--- src/rtl/drp_reconfig_sequencer_if.sv ---
// drp_reconfig_sequencer_if
//   Bundles the sample input, the DRP controller handshake and the status
//   outputs of the reconfiguration sequencer.
//   master : the sequencer (drives freq_mode/drp_start/status)
//   slave  : the environment (measurement block + DRP controller)
//   count_val/count_vld : windowed DCO edge count and its 1-cycle qualifier
//   srdy                : 1-cycle ready pulse from the DRP controller
//   freq_mode           : applied range code 1..5, 0 = none
//   drp_start           : 1-cycle reconfiguration strobe
//   data_clk_rdy        : MMCM reconfigured for the current range
//   seq_busy            : reconfiguration in flight
//   retry_err           : sticky, retries exhausted
interface drp_reconfig_sequencer_if #(
  parameter int CNT_W = 16
);
  logic [CNT_W-1:0] count_val;
  logic             count_vld;
  logic             srdy;
  logic [2:0]       freq_mode;
  logic             drp_start;
  logic             data_clk_rdy;
  logic             seq_busy;
  logic             retry_err;

  modport master (
    input  count_val, count_vld, srdy,
    output freq_mode, drp_start, data_clk_rdy, seq_busy, retry_err
  );

  modport slave (
    output count_val, count_vld, srdy,
    input  freq_mode, drp_start, data_clk_rdy, seq_busy, retry_err
  );
endinterface

--- src/rtl/drp_reconfig_sequencer.sv ---
// drp_reconfig_sequencer
//   Classifies windowed DCO edge counts into frequency ranges 1..5 (with
//   hysteresis around the applied range and a consecutive-sample stability
//   filter), strobes the MMCM DRP controller with the new range code, waits
//   for its ready pulse and reports data clock readiness. Re-tunes whenever
//   the DCO settles in a different range.
//   Ports:
//     drp_refclk : sole clock
//     reset      : synchronous, active-high
//     bus        : drp_reconfig_sequencer_if.master (samples, srdy, status)
//   Optional feature macro: DRP_SEQ_TIMEOUT_EN
//     defined   -> srdy timeout, retry counter and sticky ERROR state
//     undefined -> WAIT_RDY waits forever, retry_err tied low
module drp_reconfig_sequencer #(
  parameter int CNT_W       = 16,
  parameter int R1_CNT      = 350,
  parameter int R2_CNT      = 700,
  parameter int R3_CNT      = 1550,
  parameter int R4_CNT      = 3300,
  parameter int HYST_CNT    = 16,
  parameter int STABLE_N    = 3,
  parameter int TIMEOUT_CYC = 4096,
  parameter int MAX_RETRY   = 3
) (
  input  logic                      drp_refclk,
  input  logic                      reset,
  drp_reconfig_sequencer_if.master  bus
);

  typedef enum logic [2:0] {IDLE, START, WAIT_RDY, LOCKED, ERROR} state_t;
  state_t state, state_nxt;

  // Bounds are one bit wider than the sample so +HYST cannot wrap.
  localparam int BW = CNT_W + 1;
  typedef logic [BW-1:0] bnd_t;

  // Inclusive upper bound of range m (range 5 unbounded).
  function automatic bnd_t upper(input logic [2:0] m);
    case (m)
      3'd1:    upper = bnd_t'(R1_CNT);
      3'd2:    upper = bnd_t'(R2_CNT);
      3'd3:    upper = bnd_t'(R3_CNT);
      3'd4:    upper = bnd_t'(R4_CNT);
      default: upper = '1;
    endcase
  endfunction

  // Exclusive lower bound of range m (range 1 starts at 0).
  function automatic bnd_t lower(input logic [2:0] m);
    case (m)
      3'd2:    lower = bnd_t'(R1_CNT);
      3'd3:    lower = bnd_t'(R2_CNT);
      3'd4:    lower = bnd_t'(R3_CNT);
      3'd5:    lower = bnd_t'(R4_CNT);
      default: lower = '0;
    endcase
  endfunction

  // Raw range, overridden by the applied range m when the sample sits
  // inside m's band widened by HYST_CNT on both sides.
  function automatic logic [2:0] classify(input logic [CNT_W-1:0] c,
                                          input logic [2:0] m);
    bnd_t       cx, lo, hi;
    logic [2:0] r;
    cx = bnd_t'(c);
    if      (cx <= bnd_t'(R1_CNT)) r = 3'd1;
    else if (cx <= bnd_t'(R2_CNT)) r = 3'd2;
    else if (cx <= bnd_t'(R3_CNT)) r = 3'd3;
    else if (cx <= bnd_t'(R4_CNT)) r = 3'd4;
    else                           r = 3'd5;
    if (m != 3'd0) begin
      lo = (lower(m) >= bnd_t'(HYST_CNT)) ? lower(m) - bnd_t'(HYST_CNT) : '0;
      hi = (m == 3'd5) ? '1 : upper(m) + bnd_t'(HYST_CNT);
      if (cx > lo && cx <= hi) r = m;
    end
    return r;
  endfunction

  // ---------------------------------------------------------------------
  // Classification + stability filter
  // ---------------------------------------------------------------------
  logic [2:0] mode_q, cls, cand;
  logic [3:0] stab_cnt, stab_nxt;
  logic       listen, accept, qual, go_q;

  always_comb begin
    listen = (state == IDLE) || (state == LOCKED);
    accept = bus.count_vld && listen;
    cls    = classify(bus.count_val, mode_q);
    if (cls == cand && stab_cnt != 4'd0)
      stab_nxt = (stab_cnt == 4'(STABLE_N)) ? stab_cnt : stab_cnt + 4'd1;
    else
      stab_nxt = 4'd1;
    // go_q guards the one cycle between loading freq_mode and START so a
    // further sample cannot re-trigger. In LOCKED only a different range
    // counts as a new qualification.
    qual = accept && !go_q && (stab_nxt == 4'(STABLE_N)) &&
           ((state == IDLE) || (cls != mode_q));
  end

  // freq_mode is loaded one cycle ahead of START; go_q then moves the FSM.
  always_ff @(posedge drp_refclk) begin
    if (reset) begin
      mode_q   <= 3'd0;
      go_q     <= 1'b0;
      cand     <= 3'd0;
      stab_cnt <= 4'd0;
    end else begin
      go_q <= qual;
      if (qual) mode_q <= cls;
      if (!listen) begin
        cand     <= 3'd0;
        stab_cnt <= 4'd0;
      end else if (accept) begin
        cand     <= cls;
        stab_cnt <= stab_nxt;
      end
    end
  end

  assign bus.freq_mode = mode_q;

  // ---------------------------------------------------------------------
  // srdy timeout / retry
  // ---------------------------------------------------------------------
`ifdef DRP_SEQ_TIMEOUT_EN
  localparam int TW = $clog2(TIMEOUT_CYC) + 1;
  localparam int RW = $clog2(MAX_RETRY + 1) + 1;
  logic [TW-1:0] timer;
  logic [RW-1:0] retries;
  logic          timeout, can_retry;

  assign timeout   = (timer == TW'(TIMEOUT_CYC - 1));
  assign can_retry = (retries < RW'(MAX_RETRY));

  always_ff @(posedge drp_refclk) begin
    if (reset) begin
      timer   <= '0;
      retries <= '0;
    end else begin
      // Runs only in WAIT_RDY, so it is zero on the first WAIT_RDY cycle.
      timer <= (state == WAIT_RDY) ? timer + TW'(1) : '0;
      if (state == LOCKED)
        retries <= '0;
      else if (state == WAIT_RDY && !bus.srdy && timeout && can_retry)
        retries <= retries + RW'(1);
    end
  end
`endif

  // ---------------------------------------------------------------------
  // FSM
  // ---------------------------------------------------------------------
  always_ff @(posedge drp_refclk) begin
    if (reset) state <= IDLE;
    else       state <= state_nxt;
  end

  always_comb begin
    state_nxt        = state;
    bus.drp_start    = 1'b0;
    bus.seq_busy     = 1'b0;
    bus.data_clk_rdy = 1'b0;
    bus.retry_err    = 1'b0;
    case (state)
      IDLE: if (go_q) state_nxt = START;
      START: begin
        bus.drp_start = 1'b1;
        bus.seq_busy  = 1'b1;
        state_nxt     = WAIT_RDY;
      end
      WAIT_RDY: begin
        bus.seq_busy = 1'b1;
        // srdy has priority over a coincident timeout.
        if (bus.srdy) state_nxt = LOCKED;
`ifdef DRP_SEQ_TIMEOUT_EN
        else if (timeout) state_nxt = can_retry ? START : ERROR;
`endif
      end
      LOCKED: begin
        // Ready drops together with the freq_mode change of a re-tune.
        bus.data_clk_rdy = !go_q;
        if (go_q) state_nxt = START;
      end
      ERROR: begin
`ifdef DRP_SEQ_TIMEOUT_EN
        bus.retry_err = 1'b1;
`endif
      end
      default: state_nxt = IDLE;
    endcase
  end

endmodule

--- src/flat_wrapper.sv ---
// flat-port wrapper written by rule: the top's interface ports become plain ports
module drp_reconfig_sequencer_flat 
#(
  parameter int CNT_W       = 16,
  parameter int R1_CNT      = 350,
  parameter int R2_CNT      = 700,
  parameter int R3_CNT      = 1550,
  parameter int R4_CNT      = 3300,
  parameter int HYST_CNT    = 16,
  parameter int STABLE_N    = 3,
  parameter int TIMEOUT_CYC = 4096,
  parameter int MAX_RETRY   = 3
)
  (drp_refclk, reset, bus_count_val, bus_count_vld, bus_srdy, bus_freq_mode, bus_drp_start, bus_data_clk_rdy, bus_seq_busy, bus_retry_err);
  drp_reconfig_sequencer_if #(.CNT_W(CNT_W)) bus_i ();
  input  logic drp_refclk;
  input  logic reset;
  input wire logic [$bits(bus_i.count_val)-1:0] bus_count_val;
  input wire logic [$bits(bus_i.count_vld)-1:0] bus_count_vld;
  input wire logic [$bits(bus_i.srdy)-1:0] bus_srdy;
  output wire logic [$bits(bus_i.freq_mode)-1:0] bus_freq_mode;
  output wire logic [$bits(bus_i.drp_start)-1:0] bus_drp_start;
  output wire logic [$bits(bus_i.data_clk_rdy)-1:0] bus_data_clk_rdy;
  output wire logic [$bits(bus_i.seq_busy)-1:0] bus_seq_busy;
  output wire logic [$bits(bus_i.retry_err)-1:0] bus_retry_err;
  assign bus_i.count_val = bus_count_val;
  assign bus_i.count_vld = bus_count_vld;
  assign bus_i.srdy = bus_srdy;
  assign bus_freq_mode = bus_i.freq_mode;
  assign bus_drp_start = bus_i.drp_start;
  assign bus_data_clk_rdy = bus_i.data_clk_rdy;
  assign bus_seq_busy = bus_i.seq_busy;
  assign bus_retry_err = bus_i.retry_err;
  drp_reconfig_sequencer #(.CNT_W(CNT_W), .R1_CNT(R1_CNT), .R2_CNT(R2_CNT), .R3_CNT(R3_CNT), .R4_CNT(R4_CNT), .HYST_CNT(HYST_CNT), .STABLE_N(STABLE_N), .TIMEOUT_CYC(TIMEOUT_CYC), .MAX_RETRY(MAX_RETRY)) u_core (.drp_refclk(drp_refclk), .reset(reset), .bus(bus_i));
endmodule
--- config.mk ---
export PLATFORM = sky130hd
export DESIGN_NAME = drp_reconfig_sequencer_flat
export DESIGN_NICKNAME = d
export VERILOG_FILES = /design/src/rtl/drp_reconfig_sequencer_if.sv /design/src/rtl/drp_reconfig_sequencer.sv /design/src/flat_wrapper.sv
export SDC_FILE = /design/constraint.sdc
export NUM_CORES = 1
export LEC_CHECK = 0
export CORE_MARGIN = 2
export CORE_UTILIZATION = 55
export DETAILED_ROUTE_END_ITERATION = 10
export PLACE_DENSITY_LB_ADDON = 0.3
export SYNTH_ARGS = -nofsm -noshare
export SYNTH_HDL_FRONTEND = slang
export SYNTH_SLANG_ARGS = --single-unit
--- constraint.sdc ---
create_clock -name drp_refclk -period 7.95 [get_ports drp_refclk]
set_input_delay 1.1925 -clock drp_refclk [delete_from_list [all_inputs] [get_ports drp_refclk]]
set_output_delay 1.1925 -clock drp_refclk [all_outputs]
set_load 0.03 [all_outputs]
### Word-level counts from Yosys, hierarchy flattened

Cells that the tools add are included.

| word-level totals | value |
|---|---|
| register bits | 14 |
| input bits | 20 |
| output and inout bits | 7 |
| word-level logic and storage cells | 68 |

| cells by class | value |
|---|---|
| add/subtract/negate cells | 3 |
| $lt $le $gt $ge | 7 |
| equal/unequal tests | 15 |
| muxes and demuxes | 20 |
| bitwise logic cells | 2 |
| reduce and logical (&&, ||, !) cells | 16 |

Operators with widths:

| cell | number |
|---|---|
| two-way mux 17 bit | 4 |
| one-hot mux 17 bit (4 select lines) | 1 |
| one-hot mux 12 bit (4 select lines) | 1 |
| two-way mux 3 bit | 7 |
| adder 17 x 5 -> 17 bit, second input constant | 1 |
| greater-or-equal comparator 17 x 5 -> 1 bit, second input constant | 1 |
| greater-than comparator 16 x 17 -> 1 bit | 1 |
| <= comparator 16 x 17 -> 1 bit | 1 |
| subtractor 17 x 5 -> 17 bit, second input constant | 1 |
| <= comparator 16 x 10 -> 1 bit, second input constant | 1 |
| <= comparator 16 x 11 -> 1 bit, second input constant | 1 |
| <= comparator 16 x 12 -> 1 bit, second input constant | 1 |
| <= comparator 16 x 9 -> 1 bit, second input constant | 1 |
| equality test 3 x 2 -> 1 bit, second input constant | 4 |
| one-hot mux 3 bit (4 select lines) | 1 |
| equality test 3 bit, second input constant | 3 |
| equality test 4 x 2 -> 1 bit, second input constant | 2 |
| two-way mux 4 bit | 2 |
| equality test 3 x 1 -> 1 bit, second input constant | 2 |
| logical AND 1 bit | 6 |
| OR reduction 2 bit | 3 |
| adder 4 x 1 -> 4 bit, second input constant | 1 |
| two-way mux 1 bit | 4 |
| nonzero test 4 bit | 1 |
| 10 further kinds | 12 |

### Longest topological paths before layout

Gate-level depths: netlist (run 1).

| logic depth | value |
|---|---|
| depth in word-level cells | 15 |
| mapped depth | 21 |
| gate-level depth less buffers | 19 |

### Worst setup path before layout (run 1)

OpenSTA, ideal clock, no wires.

| timing path | value |
|---|---|
| kind | reg-to-reg |
| start point | register u_core.mode_q[2] (netlist: u_core.bus.freq_mode[2]) |
| end point | register u_core.mode_q[2] (netlist: u_core.bus.freq_mode[2]) |
| setup time | 0.091 ns |
| data arrival time | 4.499 ns |
| data required time | 7.859 ns |
| setup slack | 3.360 ns |
| stages on the path, launching flop included | 20 |
| path buffers | 2 |
| period minus slack after synthesis | 4.590 ns |
| path through | dfxtp_1 clkbuf_1 nor2b_1 clkbuf_1 inv_1 nor2_1 a21oi_1 ha_1 or3_1 a21oi_1 a21oi_1 ha_1 and4_1 or4_4 o211a_1 a211oi_1 a211oi_2 nor4_4 a21oi_2 a311oi_1 |

| on the way | value |
|---|---|
| longest elaborated chain between the ends | 15 |
| elaborated cells between the ends (all ways) | 28 |
| those cells by class | add/sub: 2; order compare: 3; eq/ne: 8; mux: 9; reduce/logical: 6 |

RTL lines:

| what | RTL line | source |
|---|---|---|
| from (decl) | drp_reconfig_sequencer.sv:82 | `logic [2:0] mode_q, cls, cand;` |
| from (signal assigned) | drp_reconfig_sequencer.sv:110 | `if (qual) mode_q <= cls;` |
| equality test 3 bit, or another cell as far along | drp_reconfig_sequencer.sv:50, drp_reconfig_sequencer.sv:73 |  |
| one-hot mux 12 bit (4 select lines) or one-hot mux 17 bit (4 select lines) (tied branches) | drp_reconfig_sequencer.sv:50, drp_reconfig_sequencer.sv:39 |  |
| two-way mux 17 bit | drp_reconfig_sequencer.sv:71 | `if (m != 3'd0) begin` |
| subtractor 17 x 5 -> 17 bit, or another cell as far along | drp_reconfig_sequencer.sv:72 | `lo = (lower(m) >= bnd_t'(HYST_CNT)) ? lower(m) - bnd_t'(HYST_CNT) : '0;` |
| two-way mux 17 bit, on equally long branches | drp_reconfig_sequencer.sv:72, drp_reconfig_sequencer.sv:73 |  |
| greater-than comparator 16 x 17 -> 1 bit or <= comparator 16 x 17 -> 1 bit (tied branches) | drp_reconfig_sequencer.sv:74 | `if (cx > lo && cx <= hi) r = m;` |
| logical AND 1 bit | drp_reconfig_sequencer.sv:74 |  |
| two-way mux 3 bit | drp_reconfig_sequencer.sv:74 |  |
| two-way mux 3 bit | drp_reconfig_sequencer.sv:71 |  |
| equality test 3 bit | drp_reconfig_sequencer.sv:90 | `if (cls == cand && stab_cnt != 4'd0)` |
| logical AND 1 bit | drp_reconfig_sequencer.sv:90 |  |
| two-way mux 4 bit | drp_reconfig_sequencer.sv:90 |  |
| equality test 4 x 2 -> 1 bit | drp_reconfig_sequencer.sv:97 | `qual = accept && !go_q && (stab_nxt == 4'(STABLE_N)) &&` |
| logical AND 1 bit (2 in series) | drp_reconfig_sequencer.sv:97 |  |

Several ways; a longest one is shown, not always the timed one. The select of a mux whose other input is x is not followed.
A chain may end at the register's enable or synchronous reset.

### Worst setup path after layout (run 1)

| timing path | value |
|---|---|
| start point | register u_core.mode_q[2] (netlist: u_core.bus.freq_mode[2]) |
| end point | register u_core.stab_cnt[0] |

| on the way | value |
|---|---|
| longest elaborated chain between the ends | 12 |
| elaborated cells between the ends (all ways) | 23 |
| those cells by class | add/sub: 2; order compare: 3; eq/ne: 6; mux: 9; reduce/logical: 3 |

RTL lines:

| what | RTL line | source |
|---|---|---|
| equality test 3 bit, or another cell as far along | drp_reconfig_sequencer.sv:50, drp_reconfig_sequencer.sv:73 |  |
| one-hot mux 12 bit (4 select lines) or one-hot mux 17 bit (4 select lines) (tied branches) | drp_reconfig_sequencer.sv:50, drp_reconfig_sequencer.sv:39 |  |
| two-way mux 17 bit | drp_reconfig_sequencer.sv:71 |  |
| subtractor 17 x 5 -> 17 bit, or another cell as far along | drp_reconfig_sequencer.sv:72 |  |
| two-way mux 17 bit, on equally long branches | drp_reconfig_sequencer.sv:72, drp_reconfig_sequencer.sv:73 |  |
| greater-than comparator 16 x 17 -> 1 bit or <= comparator 16 x 17 -> 1 bit (tied branches) | drp_reconfig_sequencer.sv:74 |  |
| logical AND 1 bit | drp_reconfig_sequencer.sv:74 |  |
| two-way mux 3 bit | drp_reconfig_sequencer.sv:74 |  |
| two-way mux 3 bit * | drp_reconfig_sequencer.sv:71 |  |
| equality test 3 bit * | drp_reconfig_sequencer.sv:90 |  |
| logical AND 1 bit * | drp_reconfig_sequencer.sv:90 |  |
| two-way mux 4 bit * | drp_reconfig_sequencer.sv:90 |  |
| to (signal assigned) | drp_reconfig_sequencer.sv:116 | `stab_cnt <= stab_nxt;` |
| to (decl) | drp_reconfig_sequencer.sv:83 | `logic [3:0] stab_cnt, stab_nxt;` |

Every way passes the cells marked *; elsewhere a longest branch is shown, timed or not. The select of a mux whose other input is x is not followed.

==> impl_metrics.ini, run 1 <==
[yosys]
synth_cell_type_count = 60
yosysWarnings = 0
synth-seq-cells = 13
synth_compound_area_frac = 0.3034
avgSynthCellArea_um2 = 7.516
yosys.area.top_type = ha_1
synth_area_um2 = 2037
synth-simple-area-share = 0.2684
ys_async_sr_fraction = 0
synthFlopType = dfxtp_1
synth_edf_count = 0
synthXorXnorAreaFrac = 0.008600
yosysTopAreaCellShare = 0.2211
syn_inst = 271
synthAdderAreaFrac = 0.2211
synth.area.top_cells = ha_1 22%, dfxtp_1 13%, nor2_1 6.3%
synth_mux_area_frac = 0.009828
yosysSeqAreaShare = 0.1278
synth_top_family_by_area = compound AO/OA/AOI/OAI gates

[route]
wirelength_um = 4864
wl_per_cell_um = 14.35
viasPerCell = 5.971
drc = 0
vias = 2024
drt_pass1_iterations = 4
antenna_left = 0
drt_iter0_drc = 168

[place]
dp_hpwl_um = 3932
io_buffers = 25
place_congestion = 0.9237

[status]
status = finished, final reports clean

[global_routing]
grt_pass1_vias = 1863
grtUsageTotal = 0.2451
grt_pass1_wl_um = 8259
grt_remaining_overflow = 0
grt_max_degree = 20
antenna_found_initial = 0

[finish]
drive_above_1_share = 0.07560
antenna_cells = 0
nets = 348
fill_cells = 308
areaGrowthSynthToFinish_pct = 15.23

[timing]
min_period_ns = 4.840
timing.fmax_mhz = 206.6
fin_crit_sh = 0.6088
hold_viol = 0
slew_headroom = 0.4819
rsz0062_at_grt = no
clock_skew_ns = 0.002138
setup_violations = 0
setup_tns_ns = 0
drv_slew = 0
tightest_slew_ns = 0.7720

[setup_path]
worst-r2r-setup-slack_ns = 3.11
cpPeakStageDelay_ns = 0.65
cp_cell_sequence = nor2b_1, inv_1, nor2_1, a21oi_1, ha_1, or3_1, a21oi_1, a21oi_1, ha_1, and4_1, or4_4, o211ai_2, nand2_2, a211oi_2, o41ai_1, a221oi_1
worstPathRequired_ns = 8.09
worst_r2r_path_depth = 16
critPathKind = flop to flop
startpoint_type = flop
critical_path.slowest_cell = dfxtp_1
timing.rr.start = u_core.bus.freq_mode[2]
cp_max_fo = 16
crit_top_cell = a21oi_1
arrival_ns = 4.98
cp-end-kind = flop
r2r_end = u_core.stab_cnt[0]

[clocking]
cts.sinks = 13
postCtsSetupRepairBufs = 0
clk_path_buf_depth = 2
htreeDepth = 1
clk_pin_slew_worst_paths_ns = 0.05
cts-root-buf = clkbuf_8
clk_latency_ns = 0.25
hold_buffers = 0
cts_buffers = 3
post_cts_resized = 0
cts_tree = done

[die]
num_io_pins = 27
dieArea_um2 = 4206
dieHeight_um = 64.86
start_util = 0.5649
dieWidth_um = 64.86
coreArea_um2 = 3606
rows = 22

[power_and_ir_drop]
design_power_total_uw = 300.5
ir_worst_vdd_mv = 0.1149
leakagePower_uw = 0.0008698
p_per_area_nw_per_um2 = 128.0

[job]
cap_viol_max_count = 0

[worst_hold_path]
hold_path_end = u_core.stab_cnt[3]
hp-class = flop to flop
min_path_cells = 2
hp-start = u_core.stab_cnt[3]
[synthesized netlist by cell type, drive strengths merged (6+ instances only)]
cell / count
nor3: 7
dfxtp: 13
a211oi: 10
nand4: 7
clkbuf: 7
nand3: 7
nand2: 18
a21oi: 26
o21ai: 12
nor2b: 6
a31oi: 6
inv: 18
ha: 36
nor2: 34
[layout make-up]
| type | instances | area (um^2) | area share |
|---|---|---|---|
| Tap cell | 48 | 60.06 | 0.02559 |
| Timing Repair Buffer | 25 | 250.2 | 0.1066 |
| Clock buffer | 4 | 45.04 | 0.01919 |
| Multi-Input combinational cell | 231 | 1664 | 0.7090 |
| Sequential cell | 13 | 260.3 | 0.1109 |
| Inverter | 18 | 67.56 | 0.02878 |
[critical path: cells and delay by family (launching register included)]
kind / cells / cell delay, ns
simple gates: 6 / 2.00
flops: 1 / 0.65
fa+ha+maj: 2 / 0.56
compound gates: 7 / 1.39
buf+inv: 1 / 0.12
[how the worst max path moves through the flow]
| stage | start | cells after the start | to |
|---|---|---|---|
| 2_1_floorplan | u_core.bus.freq_mode[2] | 19 | u_core.bus.freq_mode[2] |
| 3_3_place_gp | u_core.bus.freq_mode[2] | 16 | u_core.stab_cnt[0] |
| 3_5_place_dp | u_core.bus.freq_mode[2] | 16 | u_core.stab_cnt[0] |
| 4_1_cts | u_core.bus.freq_mode[2] | 17 | u_core.bus.freq_mode[2] |
| 5_1_grt | u_core.bus.freq_mode[2] | 18 | u_core.stab_cnt[0] |
| 6_report | u_core.bus.freq_mode[2] | 16 | u_core.stab_cnt[0] |
[placed cells by master, fill, tap and decap left out, types with 7 or more instances in the layout]
cell type        Yosys  layout
ha_1                36      36
nor2_1              34      34
clkdlybuf4s50_1      0      25
a21oi_1             24      24
inv_1               17      17
nand2_1             17      17
dfxtp_1             13      13
o21ai_0              9       9
nand3_1              7       7
nand4_1              7       7
nor3_1               7       7
[flip-flops by register name, summed over array words and instances, names as in the netlist]
name                  flops
u_core.bus.freq_mode      3
u_core.stab_cnt           4
u_core.go_q               1
u_core.state              2
u_core.cand               3
[report_power, final]
group,switching [uW],leakage [uW],internal (uW),total (uW)
Clock,23.9,0.0000228,35.4,59.4
Sequential,9.08,0.000106,75.5,84.6
Combinational,91.8,0.000741,64.7,156
[through the flow]
stage | area (um^2) | hold slack (ns) | utilization | setup slack (ns) | std cells
after global routing | 2347 | 0.5373 | 0.6509 | 2.740 | 339
after detailed placement | 2302 | 0.5027 | 0.6384 | 3.176 | 335
final | 2347 | 0.5167 | 0.6509 | 3.110 | 339
after global placement | 2302 | 0.4944 | 0.6384 | 3.295 | 335
after floorplan | 2041 | 0.4718 | - | 3.360 | 272
after CTS | 2347 | 0.5161 | 0.6509 | 3.163 | 339
[cell families after synthesis]
| family | after synthesis |
|---|---|
| mux | 2 |
| xor+xnor | 2 |
| simple gates | 103 |
| flops | 13 |
| compound gates | 85 |
| other cells | 2 |
| fa+ha+maj | 36 |
| buf+inv | 28 |
[per-layer routing]
layer | global-route usage | wire, um | share of wire
met5 | 0 | 0 | 0
met4 | 0.02926 | 10 | 0.0021
met3 | 0.03993 | 178 | 0.037
met2 | 0.3892 | 2248 | 0.46
met1 | 0.3562 | 2427 | 0.50
(Power assumes the default switching activity.)
==> run 2, diff against run 1 <==
Settings changed: CORE_UTILIZATION 55 to 51.
Clock period 7.95 ns to 4.2 ns, I/O delays scaled along.
==> impl_metrics.ini, run 2 (synthesized netlist as in run 1, its figures left out) <==
[setup_path]
cp-end-kind = flop
cp_max_fo = 6
worstPathRequired_ns = 4.34
arrival_ns = 4.25
crit_family = simple AND/OR/NAND/NOR gates
critPathKind = flop to flop
path_buf_inv = 2
critical_path.slowest_cell = or4_4
cpPeakStageDelay_ns = 0.55
crit_top_cell = a21oi_1
startpoint_type = flop
cp_cell_sequence = nor2b_2, inv_1, nor2_2, a21oi_1, ha_2, or3_1, a21oi_1, a21oi_1, ha_1, and4_1, or4_4, o211ai_4, a2111oi_2, nor3b_2, nor4_4, buf_4, a211o_1, o41ai_1

[route]
wl_per_cell_um = 16.12
antenna_left = 0
drt_iter0_drc = 198
wirelength_um = 5627
drc = 0
vias = 2196
viasPerCell = 6.292
drt_pass1_iterations = 4

[status]
status = finished, final reports clean

[die]
num_io_pins = 27
dieArea_um2 = 4516
start_util = 0.5441
coreArea_um2 = 3744
rows = 22
dieWidth_um = 67.20
dieHeight_um = 67.20

[finish]
drive_above_1_share = 0.1462
regMostFlops = u_core.stab_cnt
layout_common_cells = 35 x ha_1, 33 x nor2_1, 25 x clkdlybuf4s50_1
final_common_cell = ha_1
register_area_um2 = 265.3
fill_cells = 347
antenna_cells = 0
nets = 358
areaGrowthSynthToFinish_pct = 22.79
multi_input_area_um2 = 1738
largest_reg_flops = 4

[global_routing]
grt_max_degree = 17
grt_remaining_overflow = 0
grt_pass1_vias = 1954
antenna_found_initial = 0
grtUsageTotal = 0.2606
grt_pass1_wl_um = 9190

[timing]
layout_setup_ws_ns = 0.09177
hold_viol = 0
whs_ns = 0.5210
min_period_ns = 4.108
setup_violations = 0
slew_headroom = 0.4993
timing.fmax_mhz = 243.4
drv_slew = 0
clock_skew_ns = 0.0006544
fin_crit_sh = 0.9782
tightest_slew_ns = 0.7460

[clocking]
clk_latency_ns = 0.25
cts_buffers = 3
htreeDepth = 1
cts_tree = done
clk_pin_slew_worst_paths_ns = 0.05
cts-root-buf = clkbuf_8
cts.sinks = 13
clk_path_buf_depth = 2
hold_buffers = 0

[power_and_ir_drop]
design_power_total_uw = 593.0
ir_worst_vdd_mv = 0.1297
leakagePower_uw = 0.0009313
p_per_area_nw_per_um2 = 237.1

[place]
place_congestion = 0.9908
dp_hpwl_um = 4234
io_buffers = 25
dp_slack_ns = 0.1380

[worst_hold_path]
hp-class = flop to flop

[job]
cap_viol_max_count = 0
-- run 2: cell types whose count changed in the layout (fill, tap and decap cells not counted), sizes merged --
cell,before,now
buf,0,10
-- run 2: worst reg2reg max path: stages (launching register included) --
cell and delay [ns]:
dfxtp_4 0.38, nor2b_2 0.16, inv_1 0.08, nor2_2 0.10, a21oi_1 0.06, ha_2 0.20
or3_1 0.32, a21oi_1 0.16, a21oi_1 0.08, ha_1 0.30, and4_1 0.21, or4_4 0.55
o211ai_4 0.18, a2111oi_2 0.15, nor3b_2 0.48, nor4_4 0.12, buf_4 0.17, a211o_1 0.25
o41ai_1 0.06
-- run 2: worst paths after layout --
kind                                         startpoint                 endpoint  slack [ns]  depth (start not counted)
worst max-delay path            u_core.bus.freq_mode[2]  u_core.bus.freq_mode[0]        0.09                         18
worst min-delay path                 u_core.stab_cnt[3]       u_core.stab_cnt[3]        0.52                          2
worst max register to register  u_core.bus.freq_mode[2]  u_core.bus.freq_mode[0]        0.09                         18
worst min register to register       u_core.stab_cnt[3]       u_core.stab_cnt[3]        0.52                          2
-- run 2: where the power goes --
group / switching, uW / leakage, uW / total [uW] / internal (uW)
clock: 46.5 / 0.0000228 / 114 / 67.2
combinational: 189 / 0.000801 / 319 / 130
sequential: 18.1 / 0.000107 / 160 / 142
total: 254 / 0.000931 / 593 / 339
-- run 2: final cells by class --
cell class	instances	area share
Inverter	18	0.02701
Timing Repair Buffer	35	0.1301
Clock buffer	4	0.01801
Multi-Input combinational cell	231	0.6948
Sequential cell	13	0.1061
Tap cell	48	0.02401
-- run 2: what timing repair did --
action / in CTS / in global routing
hold endpoints to repair: 0 / 0
gates resized for setup: 0 / 12
setup buffers: 0 / 2
endpoints found under the setup margin: 0 / 8
-- run 2: through the flow --
step,utilization,cell area [um^2],TNS [ns],instances
final,0.6681,2501,0,349
after CTS,0.6464,2420,0,347
after global routing,0.6681,2501,-0.3331,349
after global placement,0.6344,2375,0,343
after floorplan,-,2059,0,272
after detailed placement,0.6344,2375,0,343
-- run 2: routing by layer --
metal / wire [um] / GRT usage / part of all wire / vias up
met1: 2587 / 0.3759 / 0.46 / 1010
li1: - / - / - / 1078
met3: 395 / 0.04000 / 0.070 / 14
met4: 110 / 0.05867 / 0.020 / 0
met2: 2535 / 0.4072 / 0.45 / 94
met5: 0 / 0 / 0 / -
